<file path="config.mk">
export PLATFORM = sky130hd
export DESIGN_NAME = midi_event_parser
export DESIGN_NICKNAME = d
export VERILOG_FILES = /design/src/rtl/midi_event_parser.sv
export SDC_FILE = /design/constraint.sdc
export NUM_CORES = 1
export LEC_CHECK = 0
export CORE_UTILIZATION = 55
export CTS_BUF_LIST = sky130_fd_sc_hd__clkbuf_16
export CTS_CLUSTER_DIAMETER = 50
export DETAILED_ROUTE_END_ITERATION = 12
export PLACE_DENSITY = 0.77
export SLEW_MARGIN = 10
export SYNTH_ARGS = -nofsm -noshare
export SYNTH_HDL_FRONTEND = slang
export SYNTH_SLANG_ARGS = --single-unit
</file>
<file path="constraint.sdc">
create_clock -name clk -period 2.7 [get_ports clk]
set_input_delay 0.405 -clock clk [delete_from_list [all_inputs] [get_ports clk]]
set_output_delay 0.405 -clock clk [all_outputs]
set_load 0.1 [all_outputs]
</file>
<file path="src/rtl/midi_event_parser.sv">
// rtl/midi_event_parser.sv - MIDI channel-voice byte parser feeding a small event FIFO
module midi_event_parser #(
    parameter int          FIFO_DEPTH = 4,
    parameter logic [15:0] CHAN_MASK  = 16'hFFFF
) (
    input  logic                          clk,
    input  logic                          reset,
    input  logic [7:0]                    byte_in,
    input  logic                          byte_valid,
    output logic                          evt_valid,
    input  logic                          evt_ready,
    output logic [1:0]                    evt_type,
    output logic [3:0]                    evt_chan,
    output logic [6:0]                    evt_data1,
    output logic [6:0]                    evt_data2,
    output logic [$clog2(FIFO_DEPTH):0]   evt_count,
    output logic                          overflow
);
    localparam int          AW    = $clog2(FIFO_DEPTH);
    localparam logic [AW:0] DEPTH = FIFO_DEPTH[AW:0];

    typedef enum logic [1:0] {IDLE, WAIT_D1, WAIT_D2} state_t;

    state_t        state;
    logic [7:0]    rs;
    logic [6:0]    d1;

    logic [19:0]   mem [FIFO_DEPTH];
    logic [AW-1:0] wr_ptr;
    logic [AW-1:0] rd_ptr;
    logic [19:0]   head;

    logic          is_data;
    logic          complete;
    logic          type_ok;
    logic [1:0]    new_type;
    logic          push_req;
    logic          do_push;
    logic          do_pop;
    logic          full;

    always_comb begin
        is_data  = byte_valid && !byte_in[7];
        complete = is_data && (state == WAIT_D2);
        type_ok  = 1'b1;
        new_type = 2'b00;
        case (rs[7:4])
            4'h8:    new_type = 2'b00;
            4'h9:    new_type = (byte_in[6:0] == 7'd0) ? 2'b00 : 2'b01;
            4'hB:    new_type = 2'b10;
            4'hE:    new_type = 2'b11;
            default: type_ok  = 1'b0;
        endcase
        push_req = complete && type_ok && CHAN_MASK[rs[3:0]];
        full     = (evt_count == DEPTH);
        do_pop   = evt_valid && evt_ready;
        do_push  = push_req && (!full || do_pop);
    end

    // Realtime bytes (0xF8-0xFF) fall through every branch and leave the parser untouched.
    always_ff @(posedge clk) begin
        if (reset) begin
            state <= IDLE;
            rs    <= 8'd0;
            d1    <= 7'd0;
        end else if (byte_valid) begin
            if (byte_in[7]) begin
                if (byte_in[7:4] != 4'hF) begin
                    rs    <= byte_in;
                    state <= WAIT_D1;
                end else if (!byte_in[3]) begin
                    rs    <= 8'd0;
                    state <= IDLE;
                end
            end else begin
                case (state)
                    IDLE: ;
                    WAIT_D1: begin
                        if (rs[7:4] != 4'hC && rs[7:4] != 4'hD) begin
                            d1    <= byte_in[6:0];
                            state <= WAIT_D2;
                        end
                    end
                    WAIT_D2: state <= WAIT_D1;
                    default: state <= IDLE;
                endcase
            end
        end
    end

    always_ff @(posedge clk) begin
        if (reset) begin
            wr_ptr    <= '0;
            rd_ptr    <= '0;
            evt_count <= '0;
            overflow  <= 1'b0;
        end else begin
            if (do_push)
                wr_ptr <= wr_ptr + 1'b1;
            if (do_pop)
                rd_ptr <= rd_ptr + 1'b1;
            case ({do_push, do_pop})
                2'b10:   evt_count <= evt_count + 1'b1;
                2'b01:   evt_count <= evt_count - 1'b1;
                default: evt_count <= evt_count;
            endcase
            if (push_req && full && !do_pop)
                overflow <= 1'b1;
        end
    end

    always_ff @(posedge clk) begin
        if (!reset && do_push)
            mem[wr_ptr] <= {new_type, rs[3:0], d1, byte_in[6:0]};
    end

    assign head      = mem[rd_ptr];
    assign evt_valid = (evt_count != '0);
    assign evt_type  = reset ? 2'd0 : head[19:18];
    assign evt_chan  = reset ? 4'd0 : head[17:14];
    assign evt_data1 = reset ? 7'd0 : head[13:7];
    assign evt_data2 = reset ? 7'd0 : head[6:0];

endmodule

</file>
Yosys cells after proc, flatten, opt, wreduce, memory -nomap -nowiden
Memory sizes are Yosys's and may differ from the RTL's. A register that Yosys moved wholly into a read port is not among the register bits.
Index checks and enable logic that the tools add are counted.
- bits in registers: 25
- RAM bits: 80
- memory bits (read-only): 16
- logic and storage cells: 76
- memories: 2
- memory list (name ; depth ; width ; rd ports ; clocked after memory_dff ; write ports ; RTL line ; text):
    mem ; 4 ; 20 ; 1 ; 1 ; 1 ; 28 ; logic [19:0] mem [FIFO_DEPTH];
    (name not given) ; 16 ; 1 ; 1 ; 1 ; 0 ; 54 ; push_req = complete && type_ok && CHAN_MASK[rs[3:0]];
- $add $sub $neg: 4
- order comparisons: 1
- equal/unequal tests: 16
- mux-type cells: 22
- bitwise operators: 1
- reductions and logical operators: 23
- operators by type and width (operator ; count):
    equality test 4 bit, second input constant ; 4
    two-way mux 8 bit ; 2
    two-way mux 2 bit ; 7
    two-way mux 7 bit ; 2
    two-way mux 4 bit ; 3
    != test 4 bit, second input constant ; 3
    case mux 2 bit (3 select lines) ; 2
    logical AND 1 bit ; 10
    AND reduction 4 bit ; 2
    logical NOT 7 bit ; 1
    case mux 3 bit (2 select lines) ; 1
    < comparator 4 x 5 -> 1 bit, second input constant ; 1
    two-way mux 1 bit ; 5
    adder 2 x 1 -> 2 bit, second input constant ; 2
    equality test 2 x 1 -> 1 bit, second input constant ; 2
    equality test 2 bit, second input constant ; 2
    logical NOT 1 bit ; 4
    OR reduction 4 bit ; 1
    adder 3 x 1 -> 3 bit, second input constant ; 1
    equality test 3 bit, second input constant ; 1
    != test 3 x 2 -> 1 bit, second input constant ; 1
    != test 3 bit, second input constant ; 1
    AND reduction 3 bit ; 1
    nonzero test 3 bit ; 1
    7 further kinds ; 7

Logic depth before layout (Yosys ltp)
Gate-level depths: netlist of the first run.
- depth in word-level cells: 9
- gate-level depth with buffers: 10
- depth with buffers taken out: 10

Worst setup path after synthesis of the first run
No wires, ideal clock.
- path kind: register to register
- from: register evt_count[0]
- to: register evt_count[2]
- library setup time: 0.132 ns
- arrival time: 3.174 ns
- setup slack: -0.606 ns
- stages on the path, launching flop included: 9
- clock period less this slack: 3.306 ns
- path through: dfxtp_1 > or3_1 > nand2_2 > nor2_1 > fa_1 > inv_1 > or4_1 > a31oi_1 > a21oi_1
- cells in the longest elaborated chain, start to end: 6
- elaborated cells on any way between the ends: 12
- ends and longest elaborated chain (what ; RTL line ; text):
    from (decl) ; 16 ; output logic [$clog2(FIFO_DEPTH):0] evt_count,
    from (signal assigned) ; 103 ; 2'b10: evt_count <= evt_count + 1'b1;
    from (signal assigned) ; 104 ; 2'b01: evt_count <= evt_count - 1'b1;
    from (signal assigned) ; 105 ; default: evt_count <= evt_count;
    nonzero test 3 bit (*) ; 118 ; assign evt_valid = (evt_count != '0);
    named net evt_valid ; 10 ; output logic evt_valid,
    logical AND 1 bit (*) ; 56 ; do_pop = evt_valid && evt_ready;
    logical OR 1 bit ; 57 ; do_push = push_req && (!full || do_pop);
    logical AND 1 bit ; 57 ;
    equality test 2 x 1 -> 1 bit or equality test 2 bit (tied branches) ; 102 ; case ({do_push, do_pop})
    case mux 3 bit (2 select lines) or nonzero test 2 bit (tied branches) ; -- ;
Mark *: on every way through the listed nets, which the timed path passes. The rest lies on a longest branch.
A chain may end at the register's enable or synchronous reset.

==> summary.md, run 1 <==
| Metric | Value |
|---|---|
| Max-Slew Margin vs Limit | 0.512 |
| Post-CTS Setup Inserts | 0 |
| Top cell type's share of synthesized area | 0.550 |
| Cell Chain, Critical Path | buf_4 > mux4_2 > nor2b_1 > buf_12 |
| Commonest cells in the netlist | edfxtp_1, dfxtp_1, nor2_1 |
| Core area | slightly below 8000 sq um |
| Busiest metal layer after global routing | met2 |
| Crit-path max FO | 20 |
| Worst Skew | 0.00649 ns |
| Worst Path Buf+Inv | 2 |
| Post-DP HPWL | roughly 4700 um |
| Design area | between 5000 and 6000 sq um |
| Nets | between 300 and 400 |
| R2R setup slack | around 0.38 ns |
| Max Cap Viol | 0 |
| H-tree levels | 3 |
| Hold path cells | 2 |
| Sequential element share of the synthesized area | 0.674 |
| CP peak stage delay | about 0.58 ns |
| Vias post-DR | around 2400 |
| Initial antenna violation count | 0 |
| CTS clk-pin slew, worst paths | approximately 0.07 ns |
| Max-slew violations | 0 |
| Most common cell in the synthesized netlist | edfxtp_1 |
| Input/output buffers | 36 |
| Setup TNS | 0 ns |
| Synth Warn # | 0 |
| Final worst slack | roughly 0.31 ns |
| Fmax | roughly 0.42 GHz |
| Starting density of the core | 0.568 |
| TritonCTS buffer count | 9 |
| Synth-to-Final Area Change | 24.0% |
| Drt drc | 0 |
| Hold endpoint | overflow |
| R2R depth | 9 |
| Final setup fails | 0 |
| Clock Latency Late Sink | between 0.3 and 0.4 ns |
| Synthesized net count | 295 |
| N_diodes | 0 |
| CTS Hold Bufs | 0 |
| Status | complete, no violations |
| DP Worst Slack | ~0.15 ns |
| Post_cts resized | 0 |
| Switching share of power | 0.209 |
| Ys flop type | edfxtp_1 |
| M2 GR Usage | 0.352 |
| Yosys top cell by area | edfxtp_1 |
| Fraction of registers with async set/reset | 0 |
| First-pass GRT wire length | 12600 um |
| FF+latch count, synth | between 100 and 150 |
| Layout fillers | a little under 500 |
| Synthesized cell area | ~4400 sq um |
| Die Height | 91.1 um |
| Fin util | 0.704 |
| NetSw | 0.671 mW |
| Worst r2r src | rs[5] |
| Crit. End Element | output pin |
| Cell Int Power | ~2.5 mW |
| Share of layout cells above drive strength 1 | 0.252 |
| M3 GR Usage | 0.0402 |
| Drt wl/cell | ~18 um |
| Clock Power Share | 0.384 |
| Die extent in x | a little over 90 um |
| Worst hold path type | reg -> reg |
| DR iter-0 viols | roughly 210 |
| CP Class | reg -> out |
| CP Data Required Time | between 2 and 2.5 ns |
| TritonCTS clock tree | done |
| Top post-synthesis cells by area | edfxtp_1, dfxtp_1, mux4_2 |
| Dpl cell area | between 5000 and 6000 sq um |
| PD cells | between 500 and 600 nW/um^2 |
| Leakage | between 1.5 and 2 nW |
| Largest net degree at the start of global routing | 40 |
| GRT Total Usage | 0.201 |
| RSZ-0062 raised after global routing | false |
| Antenna viol nets, final | 0 |
| Final std cells w/o fill | roughly 430 |
| Cell variety after synth | 40 |
| Min Clock Period, post-route | between 2 and 2.5 ns |
| Hold_ws | between 0.4 and 0.5 ns |
| Met1 Track Usage GR | 0.253 |
| GR Overflow Total | 0 |
| Sequential Power Share | 0.553 |
| Ports | 37 |
| Syn Inst Count | 278 |
| Root Driver | clkbuf_16 |
| Combinational share of power | 0.063 |
| Initial DRT Pass Iterations | 4 |
| Final period utilization | 0.886 |
| Number of synthesized flops with an enable pin | 80 |
| VDD IR max | between 300 and 400 uV |
| Vias in the first global route | ~2500 |
| Crit-path slowest cell | mux4_2 |
| Worst Tran Pin Value | approximately 0.73 ns |
| Placed cells | roughly 420 |
| Type of origin of the critical path | flop |
| Hold path startpoint | overflow |
| Tot Pwr | 3.22 mW |
| Final wirelength | about 7600 um |
| Worst r2r dst | evt_count[2] |
| Die area | 8290 sq um |
| Deepest clock path buffer count | 2 |
| Mapped Avg Cell Area | 15.7 sq um |
| Routability-driven placement congestion ratio | 0.783 |
| Via-per-instance ratio | roughly 5.6 |
| Crit-path leading delay family | buffers and inverters |
| Final Hold Viols | 0 |
| Sink Count | roughly 110 |
| FP Rows | 32 |
| WP data arrival | just under 2 ns |
[flip-flops by register name, indices dropped and copies added, names as in the netlist, named ones only]
| name | count |
|---|---|
| mem | 80 |
| rs | 8 |
| d1 | 7 |
| evt_count | 3 |
| rd_ptr | 2 |
| state | 2 |
| wr_ptr | 2 |
| overflow | 1 |
[metal layers]
layer | vias to the layer above | part of all wire
met5 | - | 0
met4 | 0 | 0.015
met3 | 13 | 0.041
met2 | 66 | 0.51
met1 | 1212 | 0.43
li1 | 1141 | -
[area by class of cell]
class / instances / area [sq um] / share of cell area
multi-input cells: 156 / 1360 / 0.252
clock buffers: 9 / 225 / 0.0416
well taps: 102 / 128 / 0.0236
clock inverters: 7 / 60.1 / 0.0111
flip-flops and latches: 107 / 2950 / 0.544
repair buffers: 47 / 676 / 0.125
inverters: 4 / 15.0 / 0.00277
[power by group through the flow]
stage | Combinational [mW] | Clock [mW] | Sequential [mW]
5_1_grt | 0.213 | 1.32 | 1.78
2_1_floorplan | 0.120 | 0 | 1.81
3_3_place_gp | 0.198 | 0 | 1.81
6_report | 0.202 | 1.24 | 1.78
3_5_place_dp | 0.202 | 0 | 1.81
4_1_cts | 0.203 | 1.25 | 1.78
[how the worst max path moves through the flow]
stage | cells after the start | start | end
floorplan | 8 | evt_count[0] | evt_count[2]
global placement | 9 | byte_valid | evt_count[2]
detailed placement | 9 | byte_valid | evt_count[2]
CTS | 4 | flop | evt_data2[3]
global route | 9 | rs[5] | evt_count[2]
finish | 4 | flop | evt_data2[3]
[placed cells by master, fill, tap and decap left out, types with 3 or more instances in the layout]
| cell type | instances |
|---|---|
| buf_4 | 12 |
| mux2i_1 | 9 |
| dfxtp_2 | 3 |
| dfxtp_1 | 24 |
| nor2b_1 | 22 |
| clkbuf_16 | 9 |
| inv_1 | 6 |
| clkdlybuf4s50_1 | 10 |
| and3_1 | 3 |
| nand2_1 | 12 |
| nor4_1 | 3 |
| nand3_1 | 9 |
| buf_12 | 24 |
| nand4_1 | 3 |
| a21oi_1 | 13 |
| nor3_1 | 3 |
| edfxtp_1 | 80 |
| xor2_1 | 3 |
| mux4_2 | 20 |
| and2_1 | 4 |
| nor2_1 | 23 |
| ha_1 | 4 |
[worst reg2reg max path, stage by stage, from the launching register on]
cell     delay (ns)
dfxtp_1        0.40
nor2b_4        0.25
xor2_4         0.25
nor2_1         0.10
nor2_1         0.12
fa_1           0.20
inv_1          0.07
or4_1          0.52
a31oi_1        0.18
a21oi_1        0.08
[logic make-up (layout without fill, tap and decap cells)]
family,Yosys count,in the layout,synth area share
adder cells (fa/ha/maj),5,5,0.0161
buffers and inverters,15,67,0.0138
multiplexers,31,31,0.130
AND/OR/NAND/NOR,95,95,0.125
XOR/XNOR,6,6,0.0163
flip-flops,107,107,0.674
AO/OA/AOI/OAI,19,19,0.0238
No activity file was read; power rests on OpenSTA's default activity.
==> run 2: changes to the inputs <==
HOLD_SLACK_MARGIN = 0.06   (was unset)
==> results of run 2 <==
Same layout as run 1: the final DEF is identical, and so are final timing and power.
